File: src/rtl/bp_cfg_loader_pkg.sv
// Shared types and constants for the config-bus boot loader: cfg register map,
// uncached memory message format and the loader/issue state encodings.
package bp_cfg_loader_pkg;

  localparam int unsigned paddr_width_gp     = 40;
  localparam int unsigned vaddr_width_gp     = 39;
  localparam int unsigned cce_pc_width_gp    = 8;
  localparam int unsigned cce_instr_width_gp = 32;
  localparam int unsigned cce_data_width_gp  = 64;

  localparam logic [15:0] bp_cfg_ucode_base_gp       = 16'h8000;
  localparam logic [15:0] bp_cfg_reg_freeze_gp       = 16'h0008;
  localparam logic [15:0] bp_cfg_reg_npc_gp          = 16'h0010;
  localparam logic [15:0] bp_cfg_reg_icache_mode_gp  = 16'h0022;
  localparam logic [15:0] bp_cfg_reg_dcache_mode_gp  = 16'h0043;
  localparam logic [15:0] bp_cfg_reg_cce_mode_gp     = 16'h0081;

  typedef enum logic [3:0] {
    e_cce_mem_rd    = 4'h0,
    e_cce_mem_wr    = 4'h1,
    e_cce_mem_uc_rd = 4'h2,
    e_cce_mem_uc_wr = 4'h3
  } bp_cce_mem_cmd_type_e;

  typedef enum logic [2:0] {
    e_mem_size_1 = 3'b000,
    e_mem_size_2 = 3'b001,
    e_mem_size_4 = 3'b010,
    e_mem_size_8 = 3'b011
  } bp_mem_size_e;

  typedef enum logic [1:0] {
    e_cce_mode_uncached = 2'd0,
    e_cce_mode_normal   = 2'd1
  } bp_cce_mode_e;

  typedef enum logic [1:0] {
    e_lce_mode_uncached = 2'd0,
    e_lce_mode_normal   = 2'd1,
    e_lce_mode_nonspec  = 2'd2
  } bp_lce_mode_e;

  typedef struct packed {
    logic [7:0]                payload;
    bp_mem_size_e              size;
    logic [paddr_width_gp-1:0] addr;
    bp_cce_mem_cmd_type_e      msg_type;
  } bp_cce_mem_msg_header_s;

  typedef struct packed {
    bp_cce_mem_msg_header_s       header;
    logic [cce_data_width_gp-1:0] data;
  } bp_cce_mem_msg_s;

  localparam int unsigned cce_mem_msg_width_gp = $bits(bp_cce_mem_msg_s);

  typedef enum logic [3:0] {
    StIdle,
    StFreeze,
    StUcFetch,
    StUcWr,
    StVfyFetch,
    StVfyRd,
    StCceMode,
    StIcacheMode,
    StDcacheMode,
    StNpc,
    StUnfreeze,
    StDone
  } bp_cfg_loader_state_e;

  typedef enum logic [1:0] {
    StCmdIdle,
    StCmdIssue,
    StCmdWait
  } bp_cfg_issue_state_e;

endpackage

File: src/rtl/bp_cfg_loader_issue.sv
// Single-outstanding ISSUE/WAIT handshake unit: latches one cfg access on go_i,
// presents it until accepted, then consumes the response and pulses done_o.
module bp_cfg_loader_issue
  import bp_cfg_loader_pkg::*;
(
  input  logic                         clk_i,
  input  logic                         reset_n_i,
  input  logic                         go_i,
  input  logic                         wr_i,
  input  logic [15:0]                  addr_i,
  input  logic [cce_data_width_gp-1:0] data_i,
  output logic                         done_o,
  output logic [cce_data_width_gp-1:0] resp_data_o,
  output bp_cce_mem_msg_s              mem_cmd_o,
  output logic                         mem_cmd_v_o,
  input  logic                         mem_cmd_ready_and_i,
  input  bp_cce_mem_msg_s              mem_resp_i,
  input  logic                         mem_resp_v_i,
  output logic                         mem_resp_yumi_o
);

  bp_cfg_issue_state_e state_q, state_d;
  bp_cce_mem_msg_s     cmd_q, cmd_d;

  always_ff @(posedge clk_i or negedge reset_n_i) begin
    if (!reset_n_i) begin
      state_q <= StCmdIdle;
      cmd_q   <= '0;
    end else begin
      state_q <= state_d;
      cmd_q   <= cmd_d;
    end
  end

  always_comb begin
    state_d         = state_q;
    cmd_d           = cmd_q;
    mem_cmd_v_o     = 1'b0;
    mem_resp_yumi_o = 1'b0;
    done_o          = 1'b0;
    unique case (state_q)
      StCmdIdle: begin
        if (go_i) begin
          if (wr_i) cmd_d.header.msg_type = e_cce_mem_uc_wr;
          else      cmd_d.header.msg_type = e_cce_mem_uc_rd;
          cmd_d.header.addr    = paddr_width_gp'(addr_i);
          cmd_d.header.size    = e_mem_size_8;
          cmd_d.header.payload = '0;
          cmd_d.data           = data_i;
          state_d              = StCmdIssue;
        end
      end
      StCmdIssue: begin
        mem_cmd_v_o = 1'b1;
        if (mem_cmd_ready_and_i) state_d = StCmdWait;
      end
      StCmdWait: begin
        mem_resp_yumi_o = mem_resp_v_i;
        if (mem_resp_v_i) begin
          done_o  = 1'b1;
          state_d = StCmdIdle;
        end
      end
      default: state_d = StCmdIdle;
    endcase
  end

  assign mem_cmd_o   = cmd_q;
  assign resp_data_o = mem_resp_i.data;

  // A response with nothing outstanding is a slave protocol violation.
  resp_only_in_wait: assert property (@(posedge clk_i) disable iff (!reset_n_i)
    mem_resp_v_i |-> (state_q == StCmdWait));

  resp_type_match: assert property (@(posedge clk_i) disable iff (!reset_n_i)
    (mem_resp_v_i && state_q == StCmdWait)
      |-> (mem_resp_i.header.msg_type == cmd_q.header.msg_type));

endmodule

File: src/rtl/bp_cfg_loader.sv
// Power-on boot sequencer: freezes the core, loads (and optionally verifies) CCE
// microcode from ROM, programs cache/CCE modes and the boot NPC, then unfreezes.
module bp_cfg_loader
  import bp_cfg_loader_pkg::*;
#(
  parameter int unsigned ucode_len_p = 256,
  parameter logic [63:0] npc_boot_p  = 64'h0000_0000_8000_0000,
  parameter bit          verify_p    = 1'b1
) (
  input  logic                          clk_i,
  input  logic                          reset_n_i,
  input  logic                          start_i,
  output logic                          ucode_v_o,
  output logic [cce_pc_width_gp-1:0]    ucode_addr_o,
  input  logic [cce_instr_width_gp-1:0] ucode_data_i,
  output bp_cce_mem_msg_s               mem_cmd_o,
  output logic                          mem_cmd_v_o,
  input  logic                          mem_cmd_ready_and_i,
  input  bp_cce_mem_msg_s               mem_resp_i,
  input  logic                          mem_resp_v_i,
  output logic                          mem_resp_yumi_o,
  output logic                          done_o,
  output logic                          error_o
);

  // One extra bit so a full 2^pc_width load does not wrap the counter.
  localparam int unsigned idx_width_lp = cce_pc_width_gp + 1;
  localparam logic [idx_width_lp-1:0] last_idx_lp = idx_width_lp'(ucode_len_p - 1);

  bp_cfg_loader_state_e            state_q, state_d;
  logic [idx_width_lp-1:0]         index_q, index_d;
  logic [cce_instr_width_gp-1:0]   data_q, data_d;
  logic                            issued_q, issued_d;
  logic                            error_q, error_d;

  logic                            go, wr, cmd_done, cmd_state, last;
  logic [15:0]                     addr, ucode_cfg_addr;
  logic [cce_data_width_gp-1:0]    wdata, resp_data;
  logic                            unused_resp_hi;

  always_ff @(posedge clk_i or negedge reset_n_i) begin
    if (!reset_n_i) begin
      state_q  <= StIdle;
      index_q  <= '0;
      data_q   <= '0;
      issued_q <= 1'b0;
      error_q  <= 1'b0;
    end else begin
      state_q  <= state_d;
      index_q  <= index_d;
      data_q   <= data_d;
      issued_q <= issued_d;
      error_q  <= error_d;
    end
  end

  assign last           = (index_q == last_idx_lp);
  assign ucode_cfg_addr = bp_cfg_ucode_base_gp + 16'(index_q);
  assign ucode_addr_o   = index_q[cce_pc_width_gp-1:0];
  assign cmd_state      = state_q inside {StFreeze, StUcWr, StVfyRd, StCceMode, StIcacheMode,
                                          StDcacheMode, StNpc, StUnfreeze};

  always_comb begin
    state_d   = state_q;
    index_d   = index_q;
    data_d    = data_q;
    issued_d  = issued_q;
    error_d   = error_q;
    go        = 1'b0;
    wr        = 1'b1;
    addr      = '0;
    wdata     = '0;
    ucode_v_o = 1'b0;
    unique case (state_q)
      StIdle: if (start_i) state_d = StFreeze;
      StFreeze: begin
        addr  = bp_cfg_reg_freeze_gp;
        wdata = 64'd1;
        if (cmd_done) state_d = StUcFetch;
      end
      StUcFetch: begin
        ucode_v_o = 1'b1;
        state_d   = StUcWr;
      end
      StUcWr: begin
        addr  = ucode_cfg_addr;
        wdata = 64'(ucode_data_i);
        if (!issued_q) data_d = ucode_data_i;
        if (cmd_done) begin
          if (last) begin
            index_d = '0;
            if (verify_p) state_d = StVfyFetch;
            else          state_d = StCceMode;
          end else begin
            index_d = index_q + 1'b1;
            state_d = StUcFetch;
          end
        end
      end
      StVfyFetch: begin
        ucode_v_o = 1'b1;
        state_d   = StVfyRd;
      end
      StVfyRd: begin
        wr   = 1'b0;
        addr = ucode_cfg_addr;
        if (!issued_q) data_d = ucode_data_i;
        if (cmd_done) begin
          // A mismatch is only flagged; the boot proceeds regardless.
          if (resp_data[cce_instr_width_gp-1:0] != data_q) error_d = 1'b1;
          if (last) begin
            index_d = '0;
            state_d = StCceMode;
          end else begin
            index_d = index_q + 1'b1;
            state_d = StVfyFetch;
          end
        end
      end
      StCceMode: begin
        addr  = bp_cfg_reg_cce_mode_gp;
        wdata = 64'(e_cce_mode_normal);
        if (cmd_done) state_d = StIcacheMode;
      end
      StIcacheMode: begin
        addr  = bp_cfg_reg_icache_mode_gp;
        wdata = 64'(e_lce_mode_normal);
        if (cmd_done) state_d = StDcacheMode;
      end
      StDcacheMode: begin
        addr  = bp_cfg_reg_dcache_mode_gp;
        wdata = 64'(e_lce_mode_normal);
        if (cmd_done) state_d = StNpc;
      end
      StNpc: begin
        addr  = bp_cfg_reg_npc_gp;
        wdata = 64'(npc_boot_p[vaddr_width_gp-1:0]);
        if (cmd_done) state_d = StUnfreeze;
      end
      StUnfreeze: begin
        addr  = bp_cfg_reg_freeze_gp;
        wdata = 64'd0;
        if (cmd_done) state_d = StDone;
      end
      StDone: ;
      default: state_d = StIdle;
    endcase
    // Exactly one go per command state; re-armed when the access completes.
    if (cmd_state) begin
      go       = !issued_q;
      issued_d = !cmd_done;
    end
  end

  bp_cfg_loader_issue u_issue (
    .clk_i               (clk_i),
    .reset_n_i           (reset_n_i),
    .go_i                (go),
    .wr_i                (wr),
    .addr_i              (addr),
    .data_i              (wdata),
    .done_o              (cmd_done),
    .resp_data_o         (resp_data),
    .mem_cmd_o           (mem_cmd_o),
    .mem_cmd_v_o         (mem_cmd_v_o),
    .mem_cmd_ready_and_i (mem_cmd_ready_and_i),
    .mem_resp_i          (mem_resp_i),
    .mem_resp_v_i        (mem_resp_v_i),
    .mem_resp_yumi_o     (mem_resp_yumi_o)
  );

  assign unused_resp_hi = ^resp_data[cce_data_width_gp-1:cce_instr_width_gp];
  assign done_o         = (state_q == StDone);
  assign error_o        = error_q;

endmodule

File: config.mk
export PLATFORM = sky130hd
export DESIGN_NAME = bp_cfg_loader
export DESIGN_NICKNAME = d
export VERILOG_FILES = /design/src/rtl/bp_cfg_loader_pkg.sv /design/src/rtl/bp_cfg_loader_issue.sv /design/src/rtl/bp_cfg_loader.sv
export SDC_FILE = /design/constraint.sdc
export NUM_CORES = 1
export LEC_CHECK = 0
export CAP_MARGIN = 20
export CORE_AREA = 3 3 114 116
export CTS_BUF_LIST = sky130_fd_sc_hd__clkbuf_16
export CTS_CLUSTER_DIAMETER = 60
export CTS_CLUSTER_SIZE = 12
export DETAILED_ROUTE_END_ITERATION = 8
export DIE_AREA = 0 0 117 119
export HOLD_SLACK_MARGIN = 0.02
export PLACE_DENSITY = 0.93
export SLEW_MARGIN = 20
export SYNTH_ARGS = -nofsm -noshare
export SYNTH_HDL_FRONTEND = slang
export SYNTH_SLANG_ARGS = --single-unit
File: constraint.sdc
create_clock -name clk_i -period 3.3 [get_ports clk_i]
set_input_delay 0.33 -clock clk_i [delete_from_list [all_inputs] [get_ports clk_i]]
set_output_delay 0.33 -clock clk_i [all_outputs]
set_load 0.05 [all_outputs]
# ---- Word level (Yosys, flattened, before mapping)
# Index checks and enable logic that the tools add are counted.
dict set report op_classes {
  n_addsub 2
  mul 0
  div_mod_pow 0
  order_cmp 0
  eq_ne 27
  shifts 0
  n_mux 26
  bitwise_logic 2
  reduce_logical 15
}
# cell n
set ops {}
lappend ops {{case mux 16 bit (6 select lines)} 1}
lappend ops {{case mux 32 bit (3 select lines)} 1}
lappend ops {{case mux 4 bit (12 select lines)} 1}
lappend ops {{2-to-1 mux 4 bit} 9}
lappend ops {{!= test 32 bit} 1}
lappend ops {{!= test 2 bit, second input constant} 12}
lappend ops {{adder 16 x 9 -> 16 bit, first input constant} 1}
lappend ops {{== test 4 x 3 -> 1 bit, second input constant} 4}
lappend ops {{== test 4 bit, second input constant} 4}
lappend ops {{AND reduction 10 bit} 1}
lappend ops {{adder 9 x 1 -> 9 bit, second input constant} 1}
lappend ops {{== test 9 x 8 -> 1 bit, second input constant} 1}
lappend ops {{2-to-1 mux 9 bit} 1}
lappend ops {{== test 4 x 2 -> 1 bit, second input constant} 2}
lappend ops {{2-to-1 mux 2 bit} 4}
lappend ops {{nonzero test 8 bit} 1}
lappend ops {{2-to-1 mux 1 bit} 7}
lappend ops {{case mux 2 bit (3 select lines)} 1}
lappend ops {{AND reduction 2 bit} 3}
lappend ops {{AND reduction 3 bit} 2}
lappend ops {{OR reduction 2 bit} 3}
lappend ops {{== test 4 x 1 -> 1 bit, second input constant} 1}
lappend ops {{zero test 4 bit} 1}
lappend ops {{OR reduction 4 bit} 1}
lappend ops {{other kinds (6)} 8}
dict set report word_totals {
  ff_bits 134
  latchBits 0
  ramBits 0
  mem_bits_ro 0
  inputBits 156
  output_inout_bits 132
  wordCells 82
  n_memories 0
}

# ---- Logic depth before layout (Yosys ltp)
dict set report depth {
  depth_word 5
  mapped_depth 9
  depth_no_buf 6
}

# ---- Modules after synthesis
# A second synthesis with hierarchy kept.
dict set report hier_totals {
  cells_unflattened 591
  area_unflattened_um2 7362.1
}
# mod instances cells_each area_per_inst_um2 seq_area_each_um2
set by_module_without_submodules {}
lappend by_module_without_submodules {bp_cfg_loader_issue 1 286 4310.4 2102.0}
lappend by_module_without_submodules {bp_cfg_loader 1 305 3051.7 1176.1}

# ---- Worst setup path before layout
# No wires, ideal clock.
dict set report synth_timing {
  kind {flip-flop to output port}
  from {reg state_q[2]}
  to {out ucode_v_o}
  arrival_ns 1.806
  required_ns 2.970
  setup_slack_ns 1.164
  stages_incl_launch_ff 4
  path_buffers 1
  path_cell_list {dfrtp_1 -> buf_2 -> xnor2_1 -> nor3_1}
}
dict set report synth_between {
  elab_chain_len 3
  elab_cells_between_ends 4
  cone_classes {eq/ne (2); mux (1); reduce/logical (1)}
}
# element line
set synth_rtl {}
lappend synth_rtl {{start, declared} bp_cfg_loader.sv:30} ;# bp_cfg_loader_state_e state_q, state_d;
lappend synth_rtl {{start signal, assigned} bp_cfg_loader.sv:43} ;# state_q <= StIdle;
lappend synth_rtl {{start signal, assigned} bp_cfg_loader.sv:49} ;# state_q <= state_d;
lappend synth_rtl {{== test 4 x 3 -> 1 bit or == test 4 x 2 -> 1 bit (tied branches)} bp_cfg_loader.sv:74} ;# unique case (state_q)
lappend synth_rtl {{OR reduction 2 bit (no source line) *} -}
lappend synth_rtl {{2-to-1 mux 1 bit *} bp_cfg_loader.sv:74}
lappend synth_rtl {{end, declared} bp_cfg_loader.sv:13} ;# output logic ucode_v_o,
# Every way passes the cells marked *; elsewhere a longest branch is shown, timed or not.

# ---- Worst setup path in the final report
# Ends and elaborated chain as after synthesis.

==> results.py <==
metrics = {
    "clock_tree": {
        "clock-sinks": 93,
        "cts_max_path_buffers": 2,
        "h-tree-depth": 3,
        "ctsRootBufferMaster": "clkbuf_16",
        "post_cts_resized": 0,
        "postCtsHoldBufs": 0,
        "cts_inserted_buffers": 9,
        "clk_latency_ns": 0.33,
        "post_cts_buffers": 0,
        "clk_pin_slew_ns": 0.07,
        "tritoncts": "yes",
    },
    "setup_path": {
        "crit_slowest_cell": "clkdlybuf4s50_1",
        "crit_buf_inv": 1,
        "cp-start-kind": "flop",
        "cp.arrival_ns": 2.56,
        "worstSetupPathType": "flop to output pin",
        "crit_family": "buffers and inverters",
        "worstPathRequired_ns": 2.97,
        "crit_path_max_fanout": 20,
        "critPathMaxStageDelay_ns": 0.85,
        "path_cells": "xnor2_1 > nor3_1 > clkdlybuf4s50_1",
        "r2r_start": "state_q[2]",
        "worstSetupStartpoint": "state_q[2]",
        "cp-end-kind": "output pin",
    },
    "floorplan": {
        "rows": 40,
        "initial_core_util_pct": 40.6,
        "dieArea_sq_um": 13900,
        "die_y_microns": 119,
        "ios": 288,
        "core_sq_um": 12000,
        "fp.dieW_microns": 117,
    },
    "global_routing": {
        "grt_overflow_total": 0,
        "antenna_found_initial": 0,
        "grt_start_max_net_pins": 83,
        "grt_pass1_vias": 3521,
        "grt_usage_pct": 16.6,
        "grt_pass1_wl_microns": 18100,
    },
    "power_and_ir_drop": {
        "p_sw_w": 0.00133,
        "total_power_w": 0.00340,
        "power_frac_seq_pct": 39.3,
        "p_comb_share_pct": 33.0,
        "p_per_area_nw_per_um2": 549,
        "p_int_w": 0.00206,
        "power_frac_clock_pct": 27.8,
        "p_leak_nw": 2.66,
        "vdd_drop_max_v": 0.000380,
        "switching_share_pct": 39.3,
    },
    "sta": {
        "hold_viol": 0,
        "finalCritPeriodShare_pct": 87.4,
        "setup_viol": 0,
        "tns_ns": 0,
        "slew_headroom_pct": 45.2,
        "fmax_ghz": 0.347,
        "drv_slew": 0,
        "tightest_slew_ns": 0.816,
        "rsz0062_at_grt": "false",
        "fin_skew_ns": 0.00527,
        "post-route-min-period_ns": 2.89,
    },
    "yosys": {
        "post-synth-top-area-cell": "dfrtp_1",
        "yosysUniqueCellTypes": 37,
        "syn_area_sq_um": 4880,
        "synth_top_area_share_pct": 47.7,
        "synth_common_cells": "dfrtp_1 (93), nand2_1 (86), buf_4 (84)",
        "ys.flop_type": "dfrtp_1",
        "synth_area_per_cell_sq_um": 9.83,
        "async_flop_share_pct": 100,
        "synth-seq-cells": 93,
        "synth.yosys.seq_area_share_pct": 47.7,
        "synth_edf_count": 0,
        "syn_inst": 496,
        "yosys-top-cells-area": "dfrtp_1 (48%), buf_4 (13%), mux2_2 (7.6%)",
        "yosys_warnings": 0,
        "yosysMostFrequentCell": "dfrtp_1",
    },
    "detailed_routing": {
        "avgRoutedWirePerCell_microns": 15.4,
        "drtPass1Iterations": 4,
        "via_count": 3618,
        "drtIter0Drc": 304,
        "ant_nets": 0,
        "drt-total-wl_microns": 11600,
        "drc_errors": 0,
        "viasPerCell": 4.78,
    },
    "final_layout": {
        "drive_gt1_share_pct": 10.2,
        "antennaDiodeCount": 0,
        "synthToLayoutAreaGrowth_pct": 27.0,
        "instances_no_fill": 757,
        "fin_nets": 762,
    },
    "worst_hold_path": {
        "hold_class": "input port to async pin",
    },
    "placement": {
        "dp.cells": 741,
        "portBuffers": 127,
        "dp_hpwl_microns": 8770,
        "gp_congestion": 0.863,
    },
    "status": {
        "status": "finished, final reports clean",
    },
    "run": {
        "maxCapViolCount": 0,
    },
}
cell usage in the layout (no fill, tap or decap), types with 3 or more instances in the layout:
| master | synthesis | layout |
|---|---|---|
| inv_1 | 6 | 7 |
| clkbuf_16 | 0 | 9 |
| o21ai_0 | 49 | 49 |
| dfrtp_1 | 93 | 93 |
| clkinv_2 | 0 | 3 |
| nor4_1 | 6 | 6 |
| nor2_1 | 14 | 14 |
| a21oi_1 | 12 | 12 |
| nand2_1 | 86 | 86 |
| clkdlybuf4s50_1 | 0 | 126 |
| xnor2_1 | 37 | 37 |
| buf_4 | 84 | 6 |
| conb_1 | 1 | 73 |
| nand2b_1 | 5 | 5 |
| nand3_1 | 5 | 5 |
| mux2_2 | 33 | 33 |
| nor3_1 | 5 | 4 |
| nand4_1 | 9 | 9 |
| a31oi_1 | 3 | 3 |
area by class of cell:
type	count	area, sq um
Clock buffer	9	225
Clock inverter	7	42.5
Fill cell	1085	5820
Inverter	6	22.5
Multi-Input combinational cell	362	2070
Sequential cell	93	2330
Tap cell	147	184
Timing Repair Buffer	133	1320
power by group through the flow:
stage | combinational, W | sequential, W | clock, W
floorplan | 0.000658 | 0.00153 | 0
global placement | 0.00110 | 0.00135 | 0
detailed placement | 0.00112 | 0.00136 | 0
CTS | 0.00113 | 0.00133 | 0.000968
global route | 0.00119 | 0.00135 | 0.00102
finish | 0.00112 | 0.00133 | 0.000944
final timing paths:
check	endpoint	slack [ns]	depth (start not counted)
max in group asynchronous	data_q[18]	2.60	2
max	ucode_v_o	0.41	3
min in group clk_i	u_issue.mem_cmd_o[69]	0.48	2
min reg2reg	u_issue.mem_cmd_o[69]	0.48	2
min	u_issue.mem_cmd_o[31]	0.03	1
max reg2reg	u_issue.mem_cmd_o[72]	0.87	6
per-layer routing:
metal | vias to the layer above | part of all wire [%] | track usage [%]
li1 | 1709 | - | -
met1 | 1726 | 40 | 20.9
met2 | 164 | 50 | 27.6
met3 | 19 | 6.9 | 2.95
met4 | 0 | 2.4 | 6.81
met5 | - | 0 | 0
stage by stage:
stage	hold slack (ns)	instance area, sq um	worst slack, ns	utilization (%)
after floorplan	0.0344	5150	1.16	-
after global placement	0.450	5920	0.820	49.3
after detailed placement	0.470	5920	0.823	49.3
after CTS	0.216	6190	0.435	51.5
after global routing	0.0911	6190	0.218	51.5
final	0.0290	6190	0.414	51.5
cell families after synthesis:
group | synth area share, %
fa+ha+maj | 0.667
flops | 47.7
other cells | 0.0769
simple gates | 12.9
xor+xnor | 7.01
mux | 8.03
compound gates | 8.01
buf+inv | 15.6
registers in the layout, indices dropped and copies added, names as in the netlist:
signal and flops:
error_o 1, u_issue.mem_cmd_o 44, state_q 4, issued_q 1, u_issue.state_q 2, index_q 9, data_q 32
(Power assumes the default switching activity.)
